[src/rtl/rx_frame_loader_pkg.sv]
// Shared types and constants for the serial frame-buffer loader.
// State codes double as the 7-seg debug value.
package rx_frame_loader_pkg;

  typedef enum logic [3:0] {
    ST_IDLE  = 4'd0,
    ST_LOAD  = 4'd1,
    ST_CHECK = 4'd2,
    ST_DONE  = 4'd3,
    ST_ERR   = 4'd4
  } state_t;

  localparam int unsigned DEF_IMG_W = 64;
  localparam int unsigned DEF_IMG_H = 64;
  localparam int unsigned NPIX = DEF_IMG_W * DEF_IMG_H;
  localparam logic [7:0] DEF_SOF = 8'hAA;

  function automatic int unsigned npix(
    input int unsigned w,
    input int unsigned h
  );
    return w * h;
  endfunction

endpackage

[src/rtl/rx_frame_loader_timeout.sv]
// Idle-clock watchdog: sync clear, enable, terminal-count pulse.
// tc fires on the LIMIT-th enabled clock after a clear.
module rx_frame_loader_timeout #(
  parameter int unsigned LIMIT = 434000
) (
  input  logic clock,
  input  logic reset,
  input  logic clr,
  input  logic en,
  output logic tc
);

  localparam int CW = $clog2(LIMIT + 1);
  localparam logic [CW-1:0] LAST = CW'(LIMIT - 1);

  logic [CW-1:0] cnt;

  assign tc = en & ~clr & (cnt == LAST);

  always_ff @(posedge clock) begin
    if (reset || clr) begin
      cnt <= '0;
    end else if (en) begin
      if (tc) cnt <= '0;
      else    cnt <= cnt + 1'b1;
    end
  end

endmodule

[src/rtl/rx_frame_loader.sv]
// Loads one SOF-prefixed grayscale frame from the UART into frame RAM.
// Optional trailing checksum: define RX_FRAME_LOADER_CHECKSUM_EN.
module rx_frame_loader
  import rx_frame_loader_pkg::*;
#(
  parameter int unsigned IMG_W       = DEF_IMG_W,
  parameter int unsigned IMG_H       = DEF_IMG_H,
  parameter int unsigned ADDR_W      = 12,
  parameter logic [7:0]  SOF_BYTE    = DEF_SOF,
  parameter int unsigned TIMEOUT_CYC = 434000
) (
  input  logic              clock,
  input  logic              reset,
  input  logic              rx_pronto,
  input  logic [7:0]        rx_dados,
  output logic              wr_en,
  output logic [ADDR_W-1:0] wr_addr,
  output logic [7:0]        wr_data,
  output logic              busy,
  output logic              frame_done,
  output logic              frame_err,
  output logic [3:0]        db_estado
);

  localparam int unsigned NPIX_L = npix(IMG_W, IMG_H);
  localparam logic [ADDR_W-1:0] LAST_ADDR = ADDR_W'(NPIX_L - 1);

  state_t state, nstate;

  logic              pronto_q;
  logic              ev_q;
  logic [7:0]        byte_q;
  logic [ADDR_W-1:0] count;
  logic              wr_fire;
  logic              last_pix;
  logic              tmo_tc;
  logic              in_frame;

`ifdef RX_FRAME_LOADER_CHECKSUM_EN
  logic [7:0] sum;
`endif

  // byte is captured on the pronto rising edge and acted on one clock later
  always_ff @(posedge clock) begin
    if (reset) begin
      pronto_q <= 1'b0;
      ev_q     <= 1'b0;
      byte_q   <= '0;
    end else begin
      pronto_q <= rx_pronto;
      ev_q     <= rx_pronto & ~pronto_q;
      if (rx_pronto & ~pronto_q) byte_q <= rx_dados;
    end
  end

  assign last_pix = (count == LAST_ADDR);
  assign in_frame = (state == ST_LOAD) || (state == ST_CHECK);

  rx_frame_loader_timeout #(
    .LIMIT (TIMEOUT_CYC)
  ) u_timeout (
    .clock (clock),
    .reset (reset),
    .clr   (ev_q | ~in_frame),
    .en    (in_frame),
    .tc    (tmo_tc)
  );

  always_ff @(posedge clock) begin
    if (reset) state <= ST_IDLE;
    else       state <= nstate;
  end

  always_comb begin
    nstate  = state;
    wr_fire = 1'b0;
    unique case (state)
      ST_IDLE: begin
        if (ev_q && byte_q == SOF_BYTE) nstate = ST_LOAD;
      end
      ST_LOAD: begin
        if (ev_q) begin
          wr_fire = 1'b1;
`ifdef RX_FRAME_LOADER_CHECKSUM_EN
          if (last_pix) nstate = ST_CHECK;
`else
          if (last_pix) nstate = ST_DONE;
`endif
        end else if (tmo_tc) begin
          nstate = ST_ERR;
        end
      end
`ifdef RX_FRAME_LOADER_CHECKSUM_EN
      ST_CHECK: begin
        if (ev_q)        nstate = (byte_q == sum) ? ST_DONE : ST_ERR;
        else if (tmo_tc) nstate = ST_ERR;
      end
`endif
      ST_DONE: nstate = ST_IDLE;
      ST_ERR:  nstate = ST_IDLE;
      default: nstate = ST_IDLE;
    endcase
  end

  always_ff @(posedge clock) begin
    if (reset) begin
      count <= '0;
    end else if (state == ST_IDLE) begin
      count <= '0;
    end else if (wr_fire) begin
      count <= last_pix ? '0 : count + 1'b1;
    end
  end

`ifdef RX_FRAME_LOADER_CHECKSUM_EN
  always_ff @(posedge clock) begin
    if (reset || state == ST_IDLE) sum <= '0;
    else if (wr_fire)              sum <= sum + byte_q;
  end
`endif

  assign wr_en      = wr_fire;
  assign wr_addr    = count;
  assign wr_data    = byte_q;
  assign busy       = in_frame;
  assign frame_done = (state == ST_DONE);
  assign frame_err  = (state == ST_ERR);
  assign db_estado  = state;

endmodule

[config.mk]
export PLATFORM = sky130hd
export DESIGN_NAME = rx_frame_loader
export DESIGN_NICKNAME = d
export VERILOG_FILES = /design/src/rtl/rx_frame_loader_pkg.sv /design/src/rtl/rx_frame_loader_timeout.sv /design/src/rtl/rx_frame_loader.sv
export SDC_FILE = /design/constraint.sdc
export NUM_CORES = 1
export LEC_CHECK = 0
export CELL_PAD_IN_SITES_DETAIL_PLACEMENT = 2
export CELL_PAD_IN_SITES_GLOBAL_PLACEMENT = 2
export CORE_MARGIN = 8
export CORE_UTILIZATION = 33
export DETAILED_ROUTE_END_ITERATION = 7
export GPL_TIMING_DRIVEN = 0
export PLACE_DENSITY_LB_ADDON = 0.1
export RECOVER_POWER = 25
export SLEW_MARGIN = 20
export SYNTH_ARGS = -nofsm -noshare
export SYNTH_HDL_FRONTEND = slang
export SYNTH_HIERARCHICAL = 1
export SYNTH_SLANG_ARGS = --single-unit
[constraint.sdc]
create_clock -name clock -period 6.4 [get_ports clock]
set_clock_uncertainty 0.05 [all_clocks]
set_input_delay 0.64 -clock clock [delete_from_list [all_inputs] [get_ports clock]]
set_output_delay 0.64 -clock clock [all_outputs]
set_load 0.005 [all_outputs]
==> After elaboration in Yosys (flattened, before gate mapping) <==
Cells that the tools add are included.
{ "totals": {"reg_bits": 45, "latchBits": 0, "ramBits": 0, "mem_bits_ro": 0, "inputBits": 11, "output_inout_bits": 28, "elab_cells": 40, "n_memories": 0} }
{ "classes": {"add_sub_neg": 2, "n_mul": 0, "div_mod_pow": 0, "n_lt_le_gt_ge": 0, "n_eq_ne": 10, "n_shift": 0, "mux": 9, "bitwise": 7, "n_reduce_logical": 6} }
{ "ops": {"columns": ["cell", "count"], "rows": [
  ["$add A19 B1 Y19 const B", 1],
  ["$eq A19 B19 Y1 const B", 1],
  ["$mux W19", 1],
  ["$mux W4", 4],
  ["$add A12 B1 Y12 const B", 1],
  ["$eq A12 B12 Y1 const B", 1],
  ["$mux W12", 1],
  ["$eq A4 B2 Y1 const B", 2],
  ["$eq A8 B8 Y1 const B", 1],
  ["$pmux W4 S2", 1],
  ["$ne A3 B3 Y1 const B", 2],
  ["$eq A4 B1 Y1 const B", 1],
  ["$eq A4 B3 Y1 const B", 1],
  ["$logic_not A4 Y1", 1],
  ["$and A1 B1 Y1", 3],
  ["$not A1 Y1", 3],
  ["$reduce_and A3 Y1", 1],
  ["$logic_or A1 B1 Y1", 2],
  ["$mux W1", 2],
  ["$ne A2 B2 Y1 const B", 1],
  ["$reduce_or A2 Y1", 1],
  ["$logic_and A1 B1 Y1", 1],
  ["$or A1 B1 Y1", 1]
]} }

==> Logic depth before layout (Yosys ltp) <==
{ "logic_depth": {"ltp_word": 10, "mapped_depth": 9} }

==> Modules after synthesis <==
The synthesis kept the hierarchy.
{ "modules_own_cells": {"columns": ["module", "n_inst", "cells_per_inst", "area_each_um2"], "rows": [
  ["rx_frame_loader", 1, 118, 1111.1],
  ["rx_frame_loader_timeout", 1, 107, 943.4]
]} }

==> Least setup slack after synthesis <==
Ideal clock, no wire load.
{ "synth_path": {"kind": "reg-to-reg", "from": "reg state[0], in the netlist db_estado[0]", "to": "reg u_timeout.cnt[0]", "setup_time_ns": 0.115, "arrival_ns": 1.996, "required_ns": 6.235, "slack_ns": 4.239, "stages_incl_launch_ff": 9, "n_path_buf": 2, "period_less_slack_ns": 2.161, "cell_sequence": "dfxtp_1 > xnor2_1 > nor2_1 > buf_2 > nand4_2 > or4_1 > o21ai_4 > buf_6 > nor2_1"} }
{ "synth_between": {"elab_chain_len": 8} }
{ "synth_rtl": {"columns": ["item", "line", "source"], "rows": [
  ["start: declaration", "rx_frame_loader.sv:28", "state_t state, nstate;"],
  ["start signal: assignment", "rx_frame_loader.sv:71", "else state <= nstate;"],
  ["$eq A4 B1 Y1 or $eq A4 B2 Y1 (tied branches)", "rx_frame_loader.sv:57", "assign in_frame = (state == ST_LOAD) || (state == ST_CHECK);"],
  ["$logic_or A1 B1 Y1 *", "rx_frame_loader.sv:57", null],
  ["net busy", "rx_frame_loader.sv:19", "output logic busy,"],
  ["$not A1 Y1", "rx_frame_loader.sv:64", ".clr (ev_q | ~in_frame),"],
  ["$or A1 B1 Y1", "rx_frame_loader.sv:64", null],
  ["$not A1 Y1", "rx_frame_loader_timeout.sv:18", "assign tc = en & ~clr & (cnt == LAST);"],
  ["$and A1 B1 Y1 (2 in a row)", "rx_frame_loader_timeout.sv:18", null],
  ["$mux W19", "rx_frame_loader_timeout.sv:24", "if (tc) cnt <= '0;"],
  ["end signal: assignment", "rx_frame_loader_timeout.sv:25", "else cnt <= cnt + 1'b1;"],
  ["end: declaration", "rx_frame_loader_timeout.sv:16", "logic [CW-1:0] cnt;"]
]} }
Mark *: on every way through the listed nets, which the timed path passes. The rest lies on a longest branch.
A chain may end at the register's enable or synchronous reset.

==> Worst setup path in the final report <==
{ "layout_path": {"from": "reg state[1], in the netlist db_estado[1]", "to": "out wr_en"} }
{ "layout_between": {"elab_chain_len": 2} }
{ "layout_rtl": {"columns": ["item", "line", "source"], "rows": [
  ["$eq A4 B1 Y1", "rx_frame_loader.sv:77", "unique case (state)"],
  ["$mux W1", "rx_frame_loader.sv:77", null],
  ["end: declaration", "rx_frame_loader.sv:16", "output logic wr_en,"]
]} }
No other way between the ends.

==> results.sh <==
export IMPL_vias_per_cell=5.09
export IMPL_ys_flop_type="dfxtp_1"
export IMPL_start_util=0.345
export IMPL_cts_setup_buffers=0
export IMPL_insertion_delay_ps=300
export IMPL_path_clk_slew_ps=80
export IMPL_ir_drop_v=0.0000930
export IMPL_dieArea_um2=9010
export IMPL_cpPeakStageDelay_ps=510
export IMPL_p_total_mw=0.482
export IMPL_netlist_instances=225
export IMPL_hold_viol_final=0
export IMPL_fp_dieW_um=94.9
export IMPL_ys_seq_elements=44
export IMPL_cellPowerDensity_nw_per_um2=185
export IMPL_drive_gt1_frac=0.0889
export IMPL_grt_overflow=0
export IMPL_antenna_left=0
export IMPL_synth_edf_count=0
export IMPL_cp_slowest_cell="clkdlybuf4s50_1"
export IMPL_synth_cell_types=46
export IMPL_coreArea_um2=5960
export IMPL_wl_um=5500
export IMPL_cts_root_buffer="clkbuf_8"
export IMPL_numCtsBuffers=5
export IMPL_synth_mux_area_frac=0.0390
export IMPL_critPathArrivalTime_ps=2100
export IMPL_synthArstFlopShare=0
export IMPL_outcome="finished clean"
export IMPL_drc=0
export IMPL_setup_viol=0
export IMPL_crit_type="flop to output pin"
export IMPL_nNetsFinal=282
export IMPL_ys_seq_area_frac=0.429
export IMPL_synth_fa_ha_area_frac=0.0122
export IMPL_fmax_mhz=359
export IMPL_htree_levels=2
export IMPL_grt_pass1_wl_um=9230
export IMPL_synth_xor_area_share=0.107
export IMPL_cp_start_kind="flop"
export IMPL_cts_resized=0
export IMPL_grt_use_total=0.131
export IMPL_drv_cap=0
export IMPL_tns_ps=0
export IMPL_syn_mean_instance_area_um2=9.13
export IMPL_n_antenna_cell=0
export IMPL_place_hpwl_um=4220
export IMPL_antenna_found_initial=0
export IMPL_worstPathCellList="nand4bb_1 > clkbuf_1 > inv_1 > clkdlybuf4s50_1"
export IMPL_crit_path_end_kind="output pin"
export IMPL_syn_to_final_growth_pct=26.7
export IMPL_grt_max_degree=14
export IMPL_die_y_um=94.9
export IMPL_crit_family="buffers and inverters"
export IMPL_syn_area_um2=2050
export IMPL_gp_congestion=0.791
export IMPL_synth_top_family_by_area="simple AND/OR/NAND/NOR gates"
export IMPL_synth_simple_area_share=0.318
export IMPL_post_route_min_period_ps=2790
export IMPL_port_buffers=37
export IMPL_critPathBufInv=3
export IMPL_cts_tree="done"
export IMPL_crit_required_ps=5710
export IMPL_ios=39
export IMPL_drt_iter0_markers=51
export IMPL_cts_hold_buf=0
export IMPL_clockBufferDepth=2
export IMPL_wl_per_cell_um=15.9
export IMPL_p_leak_nw=0.807
export IMPL_cp_max_fo=9
export IMPL_cts_sinks=44
export IMPL_synthesis_nets=238
export IMPL_placement_rows=28
export IMPL_first_global_vias=1833
export IMPL_num_vias=1756
export IMPL_hp_class="flop to flop"
export IMPL_rsz0062_at_grt="no"
export IMPL_synth_compound_area_frac=0.0615
export IMPL_drtPass1Iterations=4
export IMPL_yosys_warnings=6
export IMPL_slew_violations=0
export IMPL_timing_final_crit_share=0.436
-- cell usage after synthesis, types with 2 or more instances --
cell type | number | area, µm²
o211ai_1 | 2 | 15.0
buf_6 | 2 | 22.5
inv_1 | 5 | 18.8
mux2i_1 | 8 | 80.1
ha_1 | 2 | 25.0
nand3_1 | 11 | 55.1
or3_1 | 3 | 18.8
buf_2 | 2 | 10.0
and3_1 | 2 | 12.5
nand4_1 | 8 | 50.1
nand4bb_1 | 3 | 33.8
nor4b_1 | 2 | 17.5
nor4bb_1 | 2 | 20.0
nor3_1 | 8 | 40.0
nor2_1 | 35 | 131
nand4_2 | 2 | 25.0
xor2_1 | 7 | 61.3
nand2_1 | 13 | 48.8
or4_4 | 2 | 22.5
or4_1 | 2 | 15.0
nor4_1 | 5 | 31.3
dfxtp_1 | 44 | 881
nor2b_1 | 3 | 18.8
and4_1 | 3 | 26.3
o21ai_0 | 3 | 15.0
o31ai_1 | 2 | 15.0
a21oi_1 | 6 | 30.0
nor2_2 | 3 | 18.8
xnor2_1 | 18 | 158
-- power breakdown --
group          switching (mW)  internal (mW)
logic                 0.00823         0.0146
clock network          0.0935         0.0862
registers             0.00255          0.277
total                   0.104          0.378
-- metal layers --
metal	vias up	part of all wire	GRT usage
met3	5	0.037	0.0325
met5	-	0	0
met2	23	0.47	0.216
met1	847	0.48	0.161
li1	881	-	-
met4	0	0.015	0.0481
-- registers in the layout, indices dropped and copies added, names as in the netlist --
register,flops
u_timeout/cnt,19
wr_addr,12
wr_data,8
db_estado,3
ev_q,1
pronto_q,1
-- kinds of logic after synthesis --
kind of cell    after synthesis
mux                           8
simple gates                116
fa+ha+maj                     2
xor+xnor                     25
buf+inv                      12
flops                        44
compound gates               17
other cells                   1
-- worst paths after layout --
check	startpoint	to	slack (ps)	cells after the start
setup reg to reg	db_estado[0]$_SDFFE_PP0P_	u_timeout/cnt[2]$_SDFFE_PP0P_	3810	8
setup / recovery	db_estado[1]$_SDFFE_PP0P_	wr_en	3610	4
hold reg to reg	pronto_q$_SDFF_PP0_	ev_q$_SDFF_PP0_	360	1
hold / removal	pronto_q$_SDFF_PP0_	ev_q$_SDFF_PP0_	360	1
-- final cells by class --
cell class | instances | area, µm²
fillers | 682 | 3350
flip-flops and latches | 44 | 881
inverters | 6 | 22.5
clock inverters | 2 | 10.0
well taps | 75 | 93.8
plain buffers | 6 | 36.3
clock buffers | 6 | 82.6
multi-input cells | 169 | 1110
repair buffers | 37 | 370
-- layout by cell type, fill, tap and decap left out, types with 2 or more instances in the layout --
| master | synthesis | layout |
|---|---|---|
| a21oi_1 | 6 | 6 |
| and3_1 | 2 | 2 |
| and4_1 | 3 | 3 |
| buf_2 | 2 | 2 |
| clkbuf_1 | 1 | 2 |
| clkbuf_8 | 0 | 6 |
| clkdlybuf4s50_1 | 0 | 33 |
| clkinv_2 | 0 | 2 |
| dfxtp_1 | 44 | 44 |
| dlygate4sd3_1 | 0 | 4 |
| ha_1 | 2 | 2 |
| inv_1 | 5 | 6 |
| mux2i_1 | 8 | 8 |
| nand2_1 | 13 | 13 |
| nand3_1 | 11 | 11 |
| nand4_1 | 8 | 8 |
| nand4_2 | 2 | 2 |
| nand4bb_1 | 3 | 3 |
| nor2_1 | 35 | 35 |
| nor2_2 | 3 | 3 |
| nor2b_1 | 3 | 3 |
| nor3_1 | 8 | 8 |
| nor4_1 | 5 | 5 |
| nor4b_1 | 2 | 2 |
| nor4bb_1 | 2 | 2 |
| o211ai_1 | 2 | 2 |
| o21ai_0 | 3 | 3 |
| o31ai_1 | 2 | 2 |
| or3_1 | 3 | 3 |
| or4_1 | 2 | 2 |
| or4_4 | 2 | 2 |
| xnor2_1 | 18 | 18 |
| xor2_1 | 7 | 7 |
-- per-stage QoR --
step                hold WS (ps)  setup slack (ps)   util  cells  area [µm²]
CTS                          363              3750  0.438    345        2610
finish                       359              3610  0.437    345        2600
floorplan                    342              4240      -    225        2050
global placement             358              3780  0.423    337        2520
global route                 382              3420  0.437    345        2600
detailed placement           363              3760  0.423    337        2520
(Power assumes the default switching activity.)
